`src/rtl/hazard_pkg.sv`:
```
// Shared types and helpers for the dec->exe->writeback hazard controller.
package hazard_pkg;

  typedef enum logic [0:0] {HZ_IDLE, HZ_FLUSH} hz_state_e;

  // Counter width is sized for the default writeback depth; it must hold WB_DEPTH+1.
  localparam int unsigned WB_DEPTH_DEF = 3;
  localparam int unsigned SB_W         = $clog2(WB_DEPTH_DEF + 2);

  typedef logic [31:0][SB_W-1:0] sb_vec_t;

  // The final count is the rf write cycle, which dec can already read, so only >1 blocks.
  function automatic logic sb_hit(input logic [4:0] addr, input logic use_en,
                                  input sb_vec_t sb_vec);
    return use_en && (addr != 5'd0) && (sb_vec[addr] > SB_W'(1));
  endfunction

endpackage

```
`src/rtl/u_hazard_if.sv`:
```
// Decode/execute side of the hazard controller: instruction operands, redirect and controls.
interface u_hazard_if #(
  parameter int unsigned CNT_W = 32
);

  logic             dec_valid;
  logic             dec_rs1_use;
  logic [4:0]       dec_rs1_a;
  logic             dec_rs2_use;
  logic [4:0]       dec_rs2_a;
  logic             dec_rd_we;
  logic [4:0]       dec_rd_a;
  logic             exe_branch;
  logic             stall;
  logic             flush0;
  logic             flush1;
  logic [CNT_W-1:0] hz_stall_cnt;
  logic [CNT_W-1:0] hz_flush_cnt;

  modport master (
    output dec_valid, dec_rs1_use, dec_rs1_a, dec_rs2_use, dec_rs2_a, dec_rd_we, dec_rd_a,
    output exe_branch,
    input  stall, flush0, flush1, hz_stall_cnt, hz_flush_cnt
  );

  modport slave (
    input  dec_valid, dec_rs1_use, dec_rs1_a, dec_rs2_use, dec_rs2_a, dec_rd_we, dec_rd_a,
    input  exe_branch,
    output stall, flush0, flush1, hz_stall_cnt, hz_flush_cnt
  );

endinterface

```
`src/rtl/u_hazard_sb.sv`:
```
// Per-register write scoreboard: counts down each in-flight write and flags RAW hits in dec.
module u_hazard_sb
  import hazard_pkg::*;
#(
  parameter int unsigned WB_DEPTH = WB_DEPTH_DEF
) (
  input  logic       clk,
  input  logic       rstn,
  input  logic       issue,
  input  logic [4:0] rd_a,
  input  logic       dec_valid,
  input  logic       rs1_use,
  input  logic [4:0] rs1_a,
  input  logic       rs2_use,
  input  logic [4:0] rs2_a,
  output logic       raw_hit
);

  localparam logic [SB_W-1:0] SbLoad = SB_W'(WB_DEPTH + 1);
  localparam logic [SB_W-1:0] SbOne  = SB_W'(1);

  sb_vec_t sb_q, sb_d;

  // Entry 0 stays zero: x0 is never tracked.
  always_comb begin
    sb_d = '0;
    for (int r = 1; r < 32; r++) begin
      if (issue && (rd_a == 5'(r))) begin
        sb_d[r] = SbLoad;
      end else if (sb_q[r] != '0) begin
        sb_d[r] = sb_q[r] - SbOne;
      end
    end
  end

  always_ff @(posedge clk or negedge rstn) begin
    if (!rstn) begin
      sb_q <= '0;
    end else begin
      sb_q <= sb_d;
    end
  end

  // Uses pre-update counts, so an instruction reading its own rd checks older writers only.
  assign raw_hit = dec_valid && (sb_hit(rs1_a, rs1_use, sb_q) || sb_hit(rs2_a, rs2_use, sb_q));

endmodule

```
`src/rtl/u_hazard.sv`:
```
// Hazard controller: RAW stall via scoreboard, wrong-path squash after exe redirects, perf counters.
module u_hazard
  import hazard_pkg::*;
#(
  parameter int unsigned WB_DEPTH  = WB_DEPTH_DEF,
  parameter int unsigned FLUSH_CYC = 2,
  parameter int unsigned CNT_W     = 32
) (
  input  logic       clk,
  input  logic       rstn,
  u_hazard_if.slave  bus
);

  localparam int unsigned    FcW    = (FLUSH_CYC > 1) ? $clog2(FLUSH_CYC) : 1;
  localparam logic [FcW-1:0] FcLoad = FcW'(FLUSH_CYC - 1);
  localparam logic [FcW-1:0] FcOne  = FcW'(1);

  hz_state_e        state_q, state_d;
  logic [FcW-1:0]   fcnt_q, fcnt_d;
  logic [CNT_W-1:0] stall_cnt_q, flush_cnt_q;
  logic             raw_hit;
  logic             flush;
  logic             stall;
  logic             issue;

  u_hazard_sb #(
    .WB_DEPTH (WB_DEPTH)
  ) u_sb (
    .clk       (clk),
    .rstn      (rstn),
    .issue     (issue),
    .rd_a      (bus.dec_rd_a),
    .dec_valid (bus.dec_valid),
    .rs1_use   (bus.dec_rs1_use),
    .rs1_a     (bus.dec_rs1_a),
    .rs2_use   (bus.dec_rs2_use),
    .rs2_a     (bus.dec_rs2_a),
    .raw_hit   (raw_hit)
  );

  always_comb begin
    state_d = state_q;
    fcnt_d  = fcnt_q;
    unique case (state_q)
      HZ_IDLE: begin
        if (bus.exe_branch && (FLUSH_CYC > 1)) begin
          state_d = HZ_FLUSH;
          fcnt_d  = FcLoad;
        end
      end
      HZ_FLUSH: begin
        // A fresh redirect restarts the squash window.
        if (bus.exe_branch) begin
          fcnt_d = FcLoad;
        end else if (fcnt_q == FcOne) begin
          state_d = HZ_IDLE;
          fcnt_d  = '0;
        end else begin
          fcnt_d = fcnt_q - FcOne;
        end
      end
      default: begin
        state_d = HZ_IDLE;
        fcnt_d  = '0;
      end
    endcase
  end

  // Outputs are held low while reset is asserted, regardless of the inputs.
  assign flush = rstn && (bus.exe_branch || (state_q == HZ_FLUSH));
  assign stall = rstn && raw_hit && !flush;
  assign issue = bus.dec_valid && !stall && !flush && bus.dec_rd_we && (bus.dec_rd_a != 5'd0);

  always_ff @(posedge clk or negedge rstn) begin
    if (!rstn) begin
      state_q     <= HZ_IDLE;
      fcnt_q      <= '0;
      stall_cnt_q <= '0;
      flush_cnt_q <= '0;
    end else begin
      state_q     <= state_d;
      fcnt_q      <= fcnt_d;
      stall_cnt_q <= stall_cnt_q + CNT_W'(stall);
      flush_cnt_q <= flush_cnt_q + CNT_W'(flush);
    end
  end

  assign bus.stall        = stall;
  assign bus.flush0       = flush;
  assign bus.flush1       = flush;
  assign bus.hz_stall_cnt = stall_cnt_q;
  assign bus.hz_flush_cnt = flush_cnt_q;

endmodule

```
`src/flat_wrapper.sv`:
```
// flat-port wrapper written by rule: the top's interface ports become plain ports
module u_hazard_flat import hazard_pkg::*;
#(
  parameter int unsigned WB_DEPTH  = WB_DEPTH_DEF,
  parameter int unsigned FLUSH_CYC = 2,
  parameter int unsigned CNT_W     = 32
)
  (clk, rstn, bus_dec_valid, bus_dec_rs1_use, bus_dec_rs1_a, bus_dec_rs2_use, bus_dec_rs2_a, bus_dec_rd_we, bus_dec_rd_a, bus_exe_branch, bus_stall, bus_flush0, bus_flush1, bus_hz_stall_cnt, bus_hz_flush_cnt);
  u_hazard_if #(.CNT_W(CNT_W)) bus_i ();
  input  logic clk;
  input  logic rstn;
  input wire logic [$bits(bus_i.dec_valid)-1:0] bus_dec_valid;
  input wire logic [$bits(bus_i.dec_rs1_use)-1:0] bus_dec_rs1_use;
  input wire logic [$bits(bus_i.dec_rs1_a)-1:0] bus_dec_rs1_a;
  input wire logic [$bits(bus_i.dec_rs2_use)-1:0] bus_dec_rs2_use;
  input wire logic [$bits(bus_i.dec_rs2_a)-1:0] bus_dec_rs2_a;
  input wire logic [$bits(bus_i.dec_rd_we)-1:0] bus_dec_rd_we;
  input wire logic [$bits(bus_i.dec_rd_a)-1:0] bus_dec_rd_a;
  input wire logic [$bits(bus_i.exe_branch)-1:0] bus_exe_branch;
  output wire logic [$bits(bus_i.stall)-1:0] bus_stall;
  output wire logic [$bits(bus_i.flush0)-1:0] bus_flush0;
  output wire logic [$bits(bus_i.flush1)-1:0] bus_flush1;
  output wire logic [$bits(bus_i.hz_stall_cnt)-1:0] bus_hz_stall_cnt;
  output wire logic [$bits(bus_i.hz_flush_cnt)-1:0] bus_hz_flush_cnt;
  assign bus_i.dec_valid = bus_dec_valid;
  assign bus_i.dec_rs1_use = bus_dec_rs1_use;
  assign bus_i.dec_rs1_a = bus_dec_rs1_a;
  assign bus_i.dec_rs2_use = bus_dec_rs2_use;
  assign bus_i.dec_rs2_a = bus_dec_rs2_a;
  assign bus_i.dec_rd_we = bus_dec_rd_we;
  assign bus_i.dec_rd_a = bus_dec_rd_a;
  assign bus_i.exe_branch = bus_exe_branch;
  assign bus_stall = bus_i.stall;
  assign bus_flush0 = bus_i.flush0;
  assign bus_flush1 = bus_i.flush1;
  assign bus_hz_stall_cnt = bus_i.hz_stall_cnt;
  assign bus_hz_flush_cnt = bus_i.hz_flush_cnt;
  u_hazard #(.WB_DEPTH(WB_DEPTH), .FLUSH_CYC(FLUSH_CYC), .CNT_W(CNT_W)) u_core (.clk(clk), .rstn(rstn), .bus(bus_i));
endmodule
```
`config.mk`:
```
export PLATFORM = sky130hd
export DESIGN_NAME = u_hazard_flat
export DESIGN_NICKNAME = d
export VERILOG_FILES = /design/src/rtl/hazard_pkg.sv /design/src/rtl/u_hazard_if.sv /design/src/rtl/u_hazard_sb.sv /design/src/rtl/u_hazard.sv /design/src/flat_wrapper.sv
export SDC_FILE = /design/constraint.sdc
export NUM_CORES = 1
export LEC_CHECK = 0
export CAP_MARGIN = 20
export CORE_MARGIN = 1
export CORE_UTILIZATION = 23
export CTS_CLUSTER_SIZE = 12
export DETAILED_ROUTE_END_ITERATION = 10
export GPL_ROUTABILITY_DRIVEN = 0
export SYNTH_ARGS = -nofsm -noshare
export SYNTH_HDL_FRONTEND = slang
export SYNTH_SLANG_ARGS = --single-unit
```
`constraint.sdc`:
```
create_clock -name clk -period 3.5 [get_ports clk]
set_input_delay 0.35 -clock clk [delete_from_list [all_inputs] [get_ports clk]]
set_output_delay 0.35 -clock clk [all_outputs]
set_load 0.005 [all_outputs]
```
==> flow_metrics.py, run 1 <==
metrics = {
    "logic_synthesis": {
        "synth_top_family_by_area": "simple AND/OR/NAND/NOR gates",
        "syn_avg_cell_area_um2": 9.94,
        "synth-simple-area-share": 0.193,
        "ys.warnings.count": 0,
        "synth-xor-area-share": 0.0618,
        "synth_compound_area_frac": 0.126,
        "ys_types": 52,
        "synthMuxAreaShare": 0.0156,
        "synthArstFlopShare": 1.00,
        "synth_area_leaders": "dfrtp_1 (46%), ha_1 (9.5%), xnor2_1 (5.1%)",
        "synth_top_area_share": 0.460,
        "synth_ff_type": "dfrtp_1",
        "synth_top_cell_by_area": "dfrtp_1",
        "synthCells": 870,
        "yosysSeqAreaShare": 0.460,
        "syn_area_um2": 8650,
        "synth_nets": 958,
        "synth_seq_cells": 159,
        "synth_adder_area_share": 0.0955,
        "synth_edf_count": 0,
    },
    "cells_and_area": {
        "nNetsFinal": 1066,
        "fillCellCount": 3799,
        "layout-drive-gt1-share": 0.154,
        "finalInstanceArea_um2": 10900,
        "syn_to_final_growth_pct": 25.7,
        "layout_common_cells": "dfrtp_1 (159), clkdlybuf4s50_1 (86), inv_1 (73)",
        "fin_util": 0.296,
        "final_common_cell": "dfrtp_1",
    },
    "clock_network": {
        "clk_latency_ps": 450,
        "clockRootBuffer": "clkbuf_16",
        "clockBufferDepth": 2,
        "cts_hold_buffers": 0,
        "cts_made_buffers": 17,
        "cts_setup_buffers": 0,
        "cts_tree": "built",
        "clkTransAtPathRegs_ps": 80,
        "numClockSinks": 159,
        "h-tree-depth": 4,
    },
    "floorplanning": {
        "die_area_um2": 38400,
        "placeableCoreArea_um2": 36800,
        "io_pins": 89,
        "chipWidth_um": 196,
        "fp.dieH_um": 196,
        "rows": 70,
        "start_util": 0.235,
    },
    "drt": {
        "drt_iter0_drc": 359,
        "ant_nets": 0,
        "wirelength_um": 21300,
        "vias": 6675,
        "vias_per_cell": 4.58,
        "dr.pass1.iters": 5,
        "drc": 0,
        "post_drt_wl_per_cell_um": 14.6,
    },
    "critical_path": {
        "critPathLaunchType": "primary input",
        "critPathKind": "in2out",
        "worstRegToRegCells": 15,
        "worst_ep_required_time_ps": 3150,
        "rr_startpoint": "u_core.u_sb.sb_q[44]",
        "end_kind": "output port",
        "cp.arrival_ps": 2980,
        "r2r_slack_ps": 200,
        "r2r-end": "u_core.bus.hz_stall_cnt[20]",
        "critical_path.max_fanout": 20,
    },
    "placed_design": {
        "placed_area_um2": 10300,
        "dp.final_hpwl_um": 15000,
        "place_ws_ps": -382,
        "io_buffers": 88,
    },
    "status": {
        "status": "complete, no violations",
    },
    "timing": {
        "relSlewSlack": 0.334,
        "hold_viol": 0,
        "setup_viol": 0,
        "post-route-period-util": 0.951,
        "rsz0062_at_grt": "no",
        "final.min_clock_period_ps": 3330,
        "maxSlewViolCount": 0,
        "timing.final.ws_setup_ps": 170,
        "fmax_mhz": 300,
        "worstMarginPinSlew_ps": 999,
        "finClkSkew_ps": 15.6,
    },
    "run": {
        "maxCapViolCount": 0,
    },
    "worst_hold_path": {
        "hp-class": "in2async",
    },
    "global_routing": {
        "grt_pass1_vias": 6570,
        "grt_use_total": 0.116,
        "grt_max_degree": 160,
        "antenna_found_initial": 1,
        "grt_pass1_wl_um": 34800,
        "overflow": 0,
    },
    "pwr": {
        "powerDensity_nw_per_um2": 418,
        "leakagePower_nw": 4.95,
        "ir_worst_vdd_uv": 256,
    },
}
==> cell type report <==
cell class / instances / area [µm²] / area share
antenna: 1 / 2.50 / 0.000230
clock buffer: 18 / 439 / 0.0404
clock inverter: 13 / 129 / 0.0119
inverter: 73 / 274 / 0.0252
multi-input combinational: 608 / 4330 / 0.398
sequential: 159 / 3980 / 0.366
tap: 468 / 586 / 0.0538
timing repair buffer: 119 / 1130 / 0.104
==> metal layers <==
layer  track usage  routed length (µm)  share of wire
met1         0.149                9860           0.46
met2         0.183               10000           0.47
met3        0.0321                1020          0.048
met4        0.0448                 448          0.021
met5             0                   0              0
==> cells by family (layout without fill, tap and decap cells) <==
| group | count (synthesis) | count (layout) |
|---|---|---|
| flops | 159 | 159 |
| compound gates | 164 | 164 |
| simple gates | 310 | 310 |
| xor+xnor | 61 | 61 |
| mux | 7 | 7 |
| fa+ha+maj | 66 | 66 |
| other cells | 0 | 1 |
| buf+inv | 103 | 223 |
==> sequential cells by signal (all words and copies together), names as in the netlist <==
name	cells
u_core.bus.hz_flush_cnt	32
u_core.state_q	1
u_core.bus.hz_stall_cnt	32
u_core.fcnt_q	1
u_core.u_sb.sb_q	93
==> worst max-delay path, cell delays in order <==
cell	delay, ps
clkdlybuf4s50_1	550
buf_6	210
or4b_2	590
o41ai_1	90
o221a_1	300
nor4_4	70
nand2_2	70
nand2_2	100
buf_4	150
clkdlybuf4s50_1	490
==> synth_stat cells (2+ instances only) <==
master     number
a2111oi_0       6
a211oi_1        5
a21o_1          8
a21oi_1        57
a31o_1         21
a31o_2          3
a31oi_1        48
and2_1         35
and3_1         16
and4_1          5
buf_2          14
buf_4           3
clkbuf_1       12
dfrtp_1       159
ha_1           66
inv_1          73
mux2_2          2
mux4_2          5
nand2_1        43
nand2b_1        4
nand3_1        33
nand4_1         9
nor2_1         59
nor2b_1         6
nor3_1         20
nor3b_1         4
nor4_1          3
nor4b_1         3
o21ai_0         3
o311ai_0        2
or2_2          63
xnor2_1        50
xor2_1         11
==> power breakdown <==
group	total [mW]	internal [mW]	switching, mW
Clock	1.85	1.01	0.836
Sequential	2.06	1.97	0.0984
Combinational	0.630	0.324	0.307
Total	4.54	3.30	1.24
==> repair_timing <==
item | 4_1_cts | 5_1_grt
endpoints found under the hold margin | 0 | 0
endpoints found under the setup margin | 1 | 9
resized for setup | 1 | 4
==> through the flow <==
stage / power (mW) / hold slack [ps] / setup TNS, ps / cells
floorplan: 2.44 / 54.4 / -7.90 / 870
global placement: 2.71 / 462 / -3720 / 1427
detailed placement: 2.73 / 466 / -5250 / 1427
CTS: 4.62 / 182 / 0 / 1458
global route: 4.79 / 217 / 0 / 1459
finish: 4.54 / 127 / 0 / 1459
==> worst max path at each step <==
stage / startpoint / endpoint / depth (start not counted)
floorplan: bus_dec_rs2_a[0] / u_core.bus.hz_stall_cnt[24] / 17
global placement: bus_dec_rs2_a[1] / u_core.bus.hz_stall_cnt[20] / 16
detailed placement: bus_dec_rs2_a[1] / u_core.bus.hz_stall_cnt[20] / 16
CTS: bus_dec_rs1_a[0] / bus_stall / 10
global route: u_core.u_sb.sb_q[47] / u_core.bus.hz_stall_cnt[20] / 15
finish: bus_dec_rs1_a[0] / bus_stall / 10
Power figures use the tool's default switching activity.
==> run 2: changes to the inputs <==
- PLACE_DENSITY_LB_ADDON: default -> 0.12
- clock period: 3.5 -> 3.2 ns (I/O delays scaled with it)
==> run 2 against run 1 <==
The flow now finishes with violations (hold timing); clock power rose by 5%; combinational power is 14% higher; final cell count up 2.0%; worst hold slack lost 270 ps; global-route usage rose by 0.86 points; non-clock buffer count grew 30; via count fell by 0.88%; wire length up 7.0%; count of clock-buffer cells in the layout is 4 higher; sequential share of layout area down 1.1 points; core utilization is 0.92 points higher; power is 8.4% higher; critical path type is now reg2out; largest cell class unchanged; largest power group unchanged.
==> flow_metrics.py, run 2 (synthesis gave the netlist of run 1 again) <==
metrics = {
    "cells_and_area": {
        "largest_register": "u_core.u_sb.sb_q",
        "largest_reg_flops": 93,
        "final_common_cell": "dfrtp_1",
        "finalInstanceArea_um2": 11200,
        "fillCellCount": 3856,
        "layout-drive-gt1-share": 0.186,
        "syn_to_final_growth_pct": 29.6,
        "nNetsFinal": 1096,
        "layout_common_cells": "dfrtp_1 (159), clkdlybuf4s50_1 (84), inv_1 (73)",
        "antenna_cells": 0,
    },
    "pwr": {
        "leakagePower_nw": 5.15,
        "powerDensity_nw_per_um2": 439,
        "ir_worst_vdd_uv": 285,
    },
    "critical_path": {
        "end_kind": "output port",
        "worst_ep_required_time_ps": 2880,
        "critical_path.max_fanout": 5,
        "cp.arrival_ps": 2740,
        "critPathLaunchType": "register",
        "critPathKind": "reg2out",
    },
    "placed_design": {
        "dp.final_hpwl_um": 16000,
        "io_buffers": 88,
        "placed_area_um2": 10500,
        "place_ws_ps": -431,
    },
    "drt": {
        "drc": 0,
        "drt_iter0_drc": 293,
        "ant_nets": 0,
        "wirelength_um": 22800,
        "vias_per_cell": 4.45,
        "dr.pass1.iters": 4,
        "post_drt_wl_per_cell_um": 15.3,
        "vias": 6616,
    },
    "floorplanning": {
        "io_pins": 89,
        "fp.dieH_um": 196,
        "placeableCoreArea_um2": 36800,
        "start_util": 0.235,
        "die_area_um2": 38400,
        "rows": 70,
        "chipWidth_um": 196,
    },
    "clock_network": {
        "clkTransAtPathRegs_ps": 70,
        "clockRootBuffer": "clkbuf_16",
        "numClockSinks": 159,
        "h-tree-depth": 4,
        "cts_hold_buffers": 0,
        "cts_made_buffers": 17,
        "clk_latency_ps": 440,
        "clockBufferDepth": 2,
        "cts_tree": "built",
    },
    "status": {
        "violations": "hold timing",
        "status": "finished with violations",
    },
    "timing": {
        "post-route-period-util": 0.957,
        "tns_ps": 0,
        "maxSlewViolCount": 0,
        "hold_viol": 28,
        "fin_hold_ws_ps": -140,
        "fmax_mhz": 326,
        "timing.final.ws_setup_ps": 137,
        "relSlewSlack": 0.200,
        "rsz0062_at_grt": "no",
        "final.min_clock_period_ps": 3060,
        "worstMarginPinSlew_ps": 1200,
        "finClkSkew_ps": 13.5,
        "setup_viol": 0,
    },
    "global_routing": {
        "grt_pass1_vias": 6612,
        "antenna_found_initial": 0,
        "grt_max_degree": 160,
        "overflow": 0,
        "grt_pass1_wl_um": 36800,
        "grt_use_total": 0.124,
    },
    "worst_hold_path": {
        "hp-class": "in2async",
    },
    "run": {
        "maxCapViolCount": 0,
    },
}
-- run 2: cell count changes in the layout (fill, tap and decap cells not counted), sizes merged --
cell,before,now
dlymetal6s2s,1,3
inv,80,74
diode,1,0
clkbuf,18,22
bufinv,1,0
clkinv,4,7
clkdlybuf4s50,86,84
buf,32,62
-- run 2: path summary, 6_finish.rpt --
kind	startpoint	end	slack, ps	depth (start not counted)
max	u_core.u_sb.sb_q[14]	bus_stall	140	9
min	rstn	u_core.fcnt_q	-140	2
max reg2reg	u_core.u_sb.sb_q[35]	u_core.bus.hz_stall_cnt[26]	190	14
min reg2reg	u_core.bus.hz_stall_cnt[31]	u_core.bus.hz_stall_cnt[31]	470	1
max in group asynchronous	rstn	u_core.u_sb.sb_q[42]	2270	2
min in group clk	u_core.bus.hz_stall_cnt[31]	u_core.bus.hz_stall_cnt[31]	470	1
-- run 2: area by class of cell --
| cell class | count | area [µm²] | area share |
|---|---|---|---|
| multi-input cells | 608 | 4420 | 0.394 |
| clock inverters | 9 | 58.8 | 0.00524 |
| flip-flops and latches | 159 | 3980 | 0.355 |
| clock buffers | 22 | 494 | 0.0441 |
| inverters | 73 | 274 | 0.0244 |
| repair buffers | 149 | 1400 | 0.125 |
| well taps | 468 | 586 | 0.0522 |
-- run 2: metal layers --
metal / GRT usage / vias up / share of wire
li1: - / 3260 / -
met1: 0.175 / 3212 / 0.52
met2: 0.184 / 124 / 0.43
met5: 0 / - / 0
met4: 0.0501 / 0 / 0.020
met3: 0.0251 / 20 / 0.030
-- run 2: critical path: stages, from the launching register on --
cell	delay, ps
dfrtp_1	440
o21ai_0	230
nor2_1	60
a2111oi_0	410
nor3_1	130
buf_4	150
a22oi_2	220
nand2_4	100
buf_4	140
clkdlybuf4s50_1	430
-- run 2: metrics by stage --
stage,cells,power [mW],utilization
finish,1488,4.92,0.305
floorplan,870,2.68,-
global placement,1449,3.03,0.287
CTS,1480,5.03,0.302
detailed placement,1449,3.03,0.287
global route,1488,5.21,0.305
-- run 2: timing repair --
action,CTS,global route
setup endpoints to repair,1,56
pin swaps,0,3
resized for setup,3,14
buffers inserted,0,8
-- run 2: report_power, final --
group / total, mW / switching, mW / leakage (nW) / internal, mW
Clock: 1.94 / 0.854 / 0.278 / 1.09
Sequential: 2.26 / 0.114 / 2.17 / 2.15
Combinational: 0.716 / 0.337 / 2.71 / 0.378
